$ cat src/rtl/systolic_mac_pe.sv
// Systolic MAC processing element: bit-serial signed multiply of each sample by a
// rotated coefficient, guarded accumulation over a frame, saturated output with handshake.
module systolic_mac_pe #(
   parameter int unsigned WORDLENGTH = 16,
   parameter int unsigned TAPS       = 8,
   parameter int unsigned GUARD      = 4,
   parameter int unsigned EMIT_EVERY = 0
) (
   input  logic                          clk30x,
   input  logic                          reset,
   input  logic                          clear,
   input  logic                          in_valid,
   output logic                          in_ready,
   input  logic signed [WORDLENGTH-1:0]  inputword,
   input  logic [$clog2(TAPS)-1:0]       start_index,
   input  logic                          coef_we,
   input  logic [$clog2(TAPS)-1:0]       coef_addr,
   input  logic signed [WORDLENGTH-1:0]  coef_data,
   output logic                          out_valid,
   input  logic                          out_ready,
   output logic signed [WORDLENGTH-1:0]  outputword,
   output logic                          out_sat
);

   localparam int unsigned W  = WORDLENGTH;
   localparam int unsigned IW = $clog2(TAPS);
   localparam int unsigned AW = WORDLENGTH + 1 + GUARD;
   localparam int unsigned PW = 2 * WORDLENGTH;
   localparam int unsigned CW = $clog2(WORDLENGTH + 1);

   localparam logic signed [AW-1:0] SAT_MAX = {{(AW-W+1){1'b0}}, {(W-1){1'b1}}};
   localparam logic signed [AW-1:0] SAT_MIN = {{(AW-W+1){1'b1}}, {(W-1){1'b0}}};

   typedef enum logic [1:0] {
      IDLE = 2'd0,
      MULT = 2'd1,
      ACC  = 2'd2,
      OUT  = 2'd3
   } state_t;

   state_t state, state_next;

   logic signed [W-1:0]  coef_mem [TAPS];
   logic [IW-1:0]        k;
   logic [IW-1:0]        sidx;
   logic signed [W-1:0]  op_a;
   logic signed [W-1:0]  op_b;
   logic signed [PW-1:0] prod;
   logic signed [AW-1:0] prod_q;
   logic [CW-1:0]        bit_cnt;
   logic signed [AW-1:0] acc;

   logic                 accept_c;
   logic [IW-1:0]        sidx_eff_c;
   logic [IW-1:0]        coef_idx_c;
   logic                 mult_done_c;
   logic                 mbit_c;
   logic signed [PW-1:0] a_ext_c;
   logic signed [PW-1:0] addend_c;
   logic signed [PW-1:0] prod_step_c;
   logic signed [AW-1:0] prod_ext_c;
   logic signed [AW-1:0] acc_base_c;
   logic signed [AW-1:0] acc_new_c;
   logic                 frame_end_c;
   logic                 emit_c;
   logic                 sat_hi_c;
   logic                 sat_lo_c;

   assign in_ready = (state == IDLE) && !clear;
   assign accept_c = in_ready && in_valid;

   // A frame's first sample uses the start_index presented with it.
   assign sidx_eff_c = (k == '0) ? start_index : sidx;
   assign coef_idx_c = k + sidx_eff_c;

   // Shift-add over multiplier bits; the sign bit carries negative weight.
   assign mult_done_c = (bit_cnt == CW'(W));
   assign mbit_c      = |(op_b & (W'(1) << bit_cnt));
   assign a_ext_c     = {{W{op_a[W-1]}}, op_a};
   assign addend_c    = mbit_c ? (a_ext_c <<< bit_cnt) : '0;
   assign prod_step_c = (bit_cnt == CW'(W-1)) ? (prod - addend_c) : (prod + addend_c);
   assign prod_ext_c  = AW'(prod >>> (W-1));

   assign acc_base_c  = (k == '0) ? '0 : acc;
   assign acc_new_c   = acc_base_c + prod_q;
   assign frame_end_c = (k == IW'(TAPS-1));
   assign emit_c      = (EMIT_EVERY != 0) || frame_end_c;
   assign sat_hi_c    = acc_new_c > SAT_MAX;
   assign sat_lo_c    = acc_new_c < SAT_MIN;

   always_ff @(posedge clk30x or posedge reset) begin
      if (reset) begin
         state <= IDLE;
      end else begin
         state <= state_next;
      end
   end

   always_comb begin
      state_next = state;
      case (state)
         IDLE:    if (accept_c) state_next = MULT;
         MULT:    if (mult_done_c) state_next = ACC;
         ACC:     state_next = emit_c ? OUT : IDLE;
         OUT:     if (out_ready) state_next = IDLE;
         default: state_next = IDLE;
      endcase
      if (clear) state_next = IDLE;
   end

   // Coefficient bank: writable in any state, independent of clear.
   always_ff @(posedge clk30x or posedge reset) begin
      if (reset) begin
         for (int unsigned i = 0; i < TAPS; i++) coef_mem[i] <= '0;
      end else if (coef_we) begin
         coef_mem[coef_addr] <= coef_data;
      end
   end

   // MULT holds W shift-add steps plus one scale step, so out_valid lands W+2 edges after accept.
   always_ff @(posedge clk30x or posedge reset) begin
      if (reset) begin
         k          <= '0;
         sidx       <= '0;
         op_a       <= '0;
         op_b       <= '0;
         prod       <= '0;
         prod_q     <= '0;
         bit_cnt    <= '0;
         acc        <= '0;
         out_valid  <= 1'b0;
         outputword <= '0;
         out_sat    <= 1'b0;
      end else if (clear) begin
         k         <= '0;
         acc       <= '0;
         prod      <= '0;
         bit_cnt   <= '0;
         out_valid <= 1'b0;
      end else begin
         case (state)
            IDLE: begin
               if (accept_c) begin
                  op_a    <= inputword;
                  op_b    <= coef_mem[coef_idx_c];
                  prod    <= '0;
                  bit_cnt <= '0;
                  if (k == '0) sidx <= start_index;
               end
            end
            MULT: begin
               if (mult_done_c) begin
                  prod_q <= prod_ext_c;
               end else begin
                  prod    <= prod_step_c;
                  bit_cnt <= bit_cnt + CW'(1);
               end
            end
            ACC: begin
               acc <= acc_new_c;
               k   <= frame_end_c ? '0 : k + IW'(1);
               if (emit_c) begin
                  out_valid  <= 1'b1;
                  out_sat    <= sat_hi_c || sat_lo_c;
                  outputword <= sat_hi_c ? {1'b0, {(W-1){1'b1}}} :
                                sat_lo_c ? {1'b1, {(W-1){1'b0}}} :
                                acc_new_c[W-1:0];
               end
            end
            OUT: begin
               if (out_ready) out_valid <= 1'b0;
            end
            default: ;
         endcase
      end
   end

endmodule

$ cat config.mk
export PLATFORM = sky130hd
export DESIGN_NAME = systolic_mac_pe
export DESIGN_NICKNAME = d
export VERILOG_FILES = /design/src/rtl/systolic_mac_pe.sv
export SDC_FILE = /design/constraint.sdc
export NUM_CORES = 1
export LEC_CHECK = 0
export ABC_AREA = 0
export BUFFER_PORTS_ARGS = -buffer_cell sky130_fd_sc_hd__buf_2
export CAP_MARGIN = 20
export CELL_PAD_IN_SITES_DETAIL_PLACEMENT = 0
export CELL_PAD_IN_SITES_GLOBAL_PLACEMENT = 1
export CORE_AREA = 5 5 235 145
export DETAILED_ROUTE_END_ITERATION = 7
export DIE_AREA = 0 0 240 150
export GPL_TIMING_DRIVEN = 0
export PLACE_DENSITY = 0.82
export SYNTH_ARGS = -nofsm -noshare
export SYNTH_HDL_FRONTEND = slang
export SYNTH_SLANG_ARGS = --single-unit
$ cat constraint.sdc
create_clock -name clk30x -period 11.4 [get_ports clk30x]
set_input_delay 2.28 -clock clk30x [delete_from_list [all_inputs] [get_ports clk30x]]
set_output_delay 2.28 -clock clk30x [all_outputs]
set_load 0.1 [all_outputs]
==> results.json <==
{
  "synth-xor-area-share_pct": 3.54,
  "cts_setup_buffers": 0,
  "antenna_found_initial": 0,
  "finalNetCount": 1653,
  "start_util_pct": 49.0,
  "gp_congestion": 0.930,
  "endpoint_kind": "flop",
  "port_buffers": 57,
  "slowest_delay_ns": 0.68,
  "grt_max_degree": 107,
  "pin_count": 63,
  "drc": 0,
  "grt_overflow": 0,
  "cts_resized": 0,
  "yosysWarnings": 0,
  "hold_viol_final": 0,
  "dieArea_mm2": 0.0360,
  "cp.arrival_ns": 7.83,
  "setup_viol": 0,
  "critical_path_buf_inv_count": 6,
  "cts.sinks": 261,
  "diodes": 0,
  "cp_max_fo": 10,
  "finalMaxSlewViolations": 0,
  "required_ns": 11.82,
  "synth-compound-area-share_pct": 13.4,
  "cts_made_buffers": 27,
  "yosysUniqueCellTypes": 76,
  "synth_seq_cells": 261,
  "grt_first_pass_wirelength_mm": 64.9,
  "clockBufferDepth": 3,
  "synth_top_family_by_area": "multiplexers",
  "drt_wl_total_mm": 39.6,
  "yosys.area_share.simple_pct": 10.8,
  "cp_common_cell": "o21ai_0",
  "fmax_mhz": 135,
  "worst_pin_slew_ns": 1.20,
  "maxCapViolations": 0,
  "core_mm2": 0.0318,
  "wl_per_cell_um": 19.9,
  "track_usage_pct": 22.4,
  "clkSlewWorstSetupHoldPaths_ns": 0.07,
  "rows": 51,
  "root_buffer": "clkbuf_16",
  "worstSetupPathType": "flop to flop",
  "synthMuxAreaShare_pct": 22.2,
  "grt_pass1_vias": 11540,
  "cp-start-kind": "flop",
  "final_area_mm2": 0.0174,
  "period_minus_slack_ns": 7.41,
  "die_w_um": 240,
  "period_share_pct": 65.0,
  "power.leakage_nw": 7.84,
  "async_flop_share_pct": 100,
  "setup_tns_ns": 0,
  "die_y_um": 150,
  "syn-instance-count": 1453,
  "postPlaceCellArea_mm2": 0.0165,
  "drt_iter0_markers": 943,
  "rsz0062_at_grt": "no",
  "skew_ns": 0.0126,
  "final_util_pct": 54.6,
  "hold_ws_ns": 0.474,
  "synth-adder-area-share_pct": 5.44,
  "peakVddDrop_uv": 118,
  "status": "complete, no violations",
  "hp-class": "flop to flop",
  "synth_edf_count": 0,
  "cts_tree": "built",
  "clkLatencyLatePin_ns": 0.56,
  "syn-cell-area_mm2": 0.0156,
  "drive_above_1_share_pct": 23.1,
  "h-tree-depth": 1,
  "postRouteAntennaNets": 0,
  "dp_hpwl_mm": 29.8,
  "seq_area_frac_synth_pct": 41.9,
  "area.growth.synth_to_final_pct": 11.4,
  "first_pass_iters": 5,
  "syn_avg_cell_area_um2": 10.7,
  "syn-num-nets": 1563,
  "num_vias": 11591,
  "synth_ff_type": "dfrtp_1",
  "nFillCells": 2812,
  "vias_per_cell": 5.83,
  "ctsHoldBuffers": 0,
  "relSlewSlack_pct": 19.7,
  "cpLargestDelayFamily": "compound AO/OA/AOI/OAI gates",
  "cp_slowest_cell": "a2111oi_0",
  "power_density_mw_per_mm2": 175
}
layout make-up:
type | count | area [µm²] | area share, %
clock buffers | 36 | 769 | 4.43
inverters | 31 | 124 | 0.712
flip-flops and latches | 261 | 6530 | 37.6
clock inverters | 14 | 108 | 0.619
well taps | 424 | 531 | 3.05
plain buffers | 73 | 307 | 1.76
repair buffers | 61 | 363 | 2.09
multi-input cells | 1088 | 8660 | 49.8
worst register-to-register path: cells and delay by family (launching register included):
| kind | cells | cell delay, ns |
|---|---|---|
| simple gates | 5 | 1.08 |
| compound gates | 14 | 3.28 |
| xor+xnor | 2 | 0.34 |
| buf+inv | 6 | 1.25 |
| fa+ha+maj | 3 | 0.88 |
| flops | 1 | 0.42 |
per-layer routing:
metal	vias to the layer above	GRT usage (%)	part of all wire, %	wire length, µm
li1	5472	-	-	-
met1	5792	37.7	54	21200
met2	293	29.7	39	15200
met3	34	4.92	6.8	2680
met4	0	3.00	1.1	426
met5	-	0	0	0
path summary, 6_finish.rpt:
check	cells past startpoint	end	slack, ns	from
max	30	prod[30]	3.99	bit_cnt[1]
min in group asynchronous	2	coef_mem[80]	1.73	reset
min	2	acc[19]	0.47	acc[19]
min reg2reg	2	acc[19]	0.47	acc[19]
max reg2reg	30	prod[30]	3.99	bit_cnt[1]
max in group asynchronous	4	prod[0]	8.30	reset
state kept, by name (all words and copies together) (netlist names):
name and flops:
out_valid 1, sidx 3, op_a 16, out_sat 1, prod 32, op_b 16, coef_mem 128, state 2
prod_q 17, k 3, outputword 16, acc 21, bit_cnt 5
per-stage QoR:
step / total power [W] / setup slack (ns) / cells
detailed placement: 0.00217 / 4.16 / 1937
CTS: 0.00306 / 4.11 / 1987
floorplan: 0.00194 / 1.94 / 1453
global route: 0.00324 / 3.30 / 1988
global placement: 0.00214 / -0.969 / 1934
finish: 0.00304 / 3.99 / 1988
synth_stat cells (21+ instances only):
library cell | n | share of area (%)
a21o_1 | 34 | 1.6
ha_1 | 63 | 5.1
nor2_1 | 105 | 2.5
nor3_1 | 21 | 0.67
o21ai_0 | 83 | 2.7
clkbuf_1 | 53 | 1.3
mux2i_1 | 45 | 2.9
nand2_1 | 126 | 3.0
dfrtp_1 | 261 | 42
mux4_2 | 41 | 5.9
mux2_2 | 182 | 13
xnor2_1 | 26 | 1.5
a21oi_1 | 109 | 3.5
xor2_1 | 37 | 2.1
a22o_1 | 24 | 1.3
inv_1 | 30 | 0.72
and2_1 | 28 | 1.1
power by group:
part           internal, W  switching, W
Combinational     0.000460      0.000515
Clock             0.000481      0.000396
Sequential         0.00108      0.000108
Total              0.00203       0.00102
cell usage in the layout (no fill, tap or decap), types with 5 or more instances in the layout:
| cell type | count |
|---|---|
| dfrtp_1 | 261 |
| mux2_2 | 182 |
| nand2_1 | 126 |
| a21oi_1 | 109 |
| nor2_1 | 105 |
| o21ai_0 | 83 |
| buf_2 | 68 |
| ha_1 | 63 |
| clkbuf_1 | 56 |
| mux2i_1 | 45 |
| mux4_2 | 41 |
| xor2_1 | 37 |
| a21o_1 | 34 |
| inv_1 | 29 |
| and2_1 | 28 |
| clkbuf_16 | 27 |
| xnor2_1 | 26 |
| a22o_1 | 24 |
| nor3_1 | 21 |
| nand3_1 | 15 |
| nand2b_1 | 11 |
| nor2b_1 | 10 |
| and3_1 | 9 |
| o21bai_1 | 8 |
| a31oi_1 | 8 |
| buf_1 | 6 |
| o21a_1 | 6 |
| a22oi_1 | 6 |
| clkbuf_8 | 6 |
| clkinv_2 | 6 |
| nand3b_1 | 5 |
| or3_1 | 5 |
| nand4_1 | 5 |
kinds of logic after synthesis:
group           after synthesis
simple gates                359
compound gates              329
mux                         271
flops                       261
buf+inv                     104
fa+ha+maj                    66
xor+xnor                     63
No activity file was read; power rests on OpenSTA's default activity.
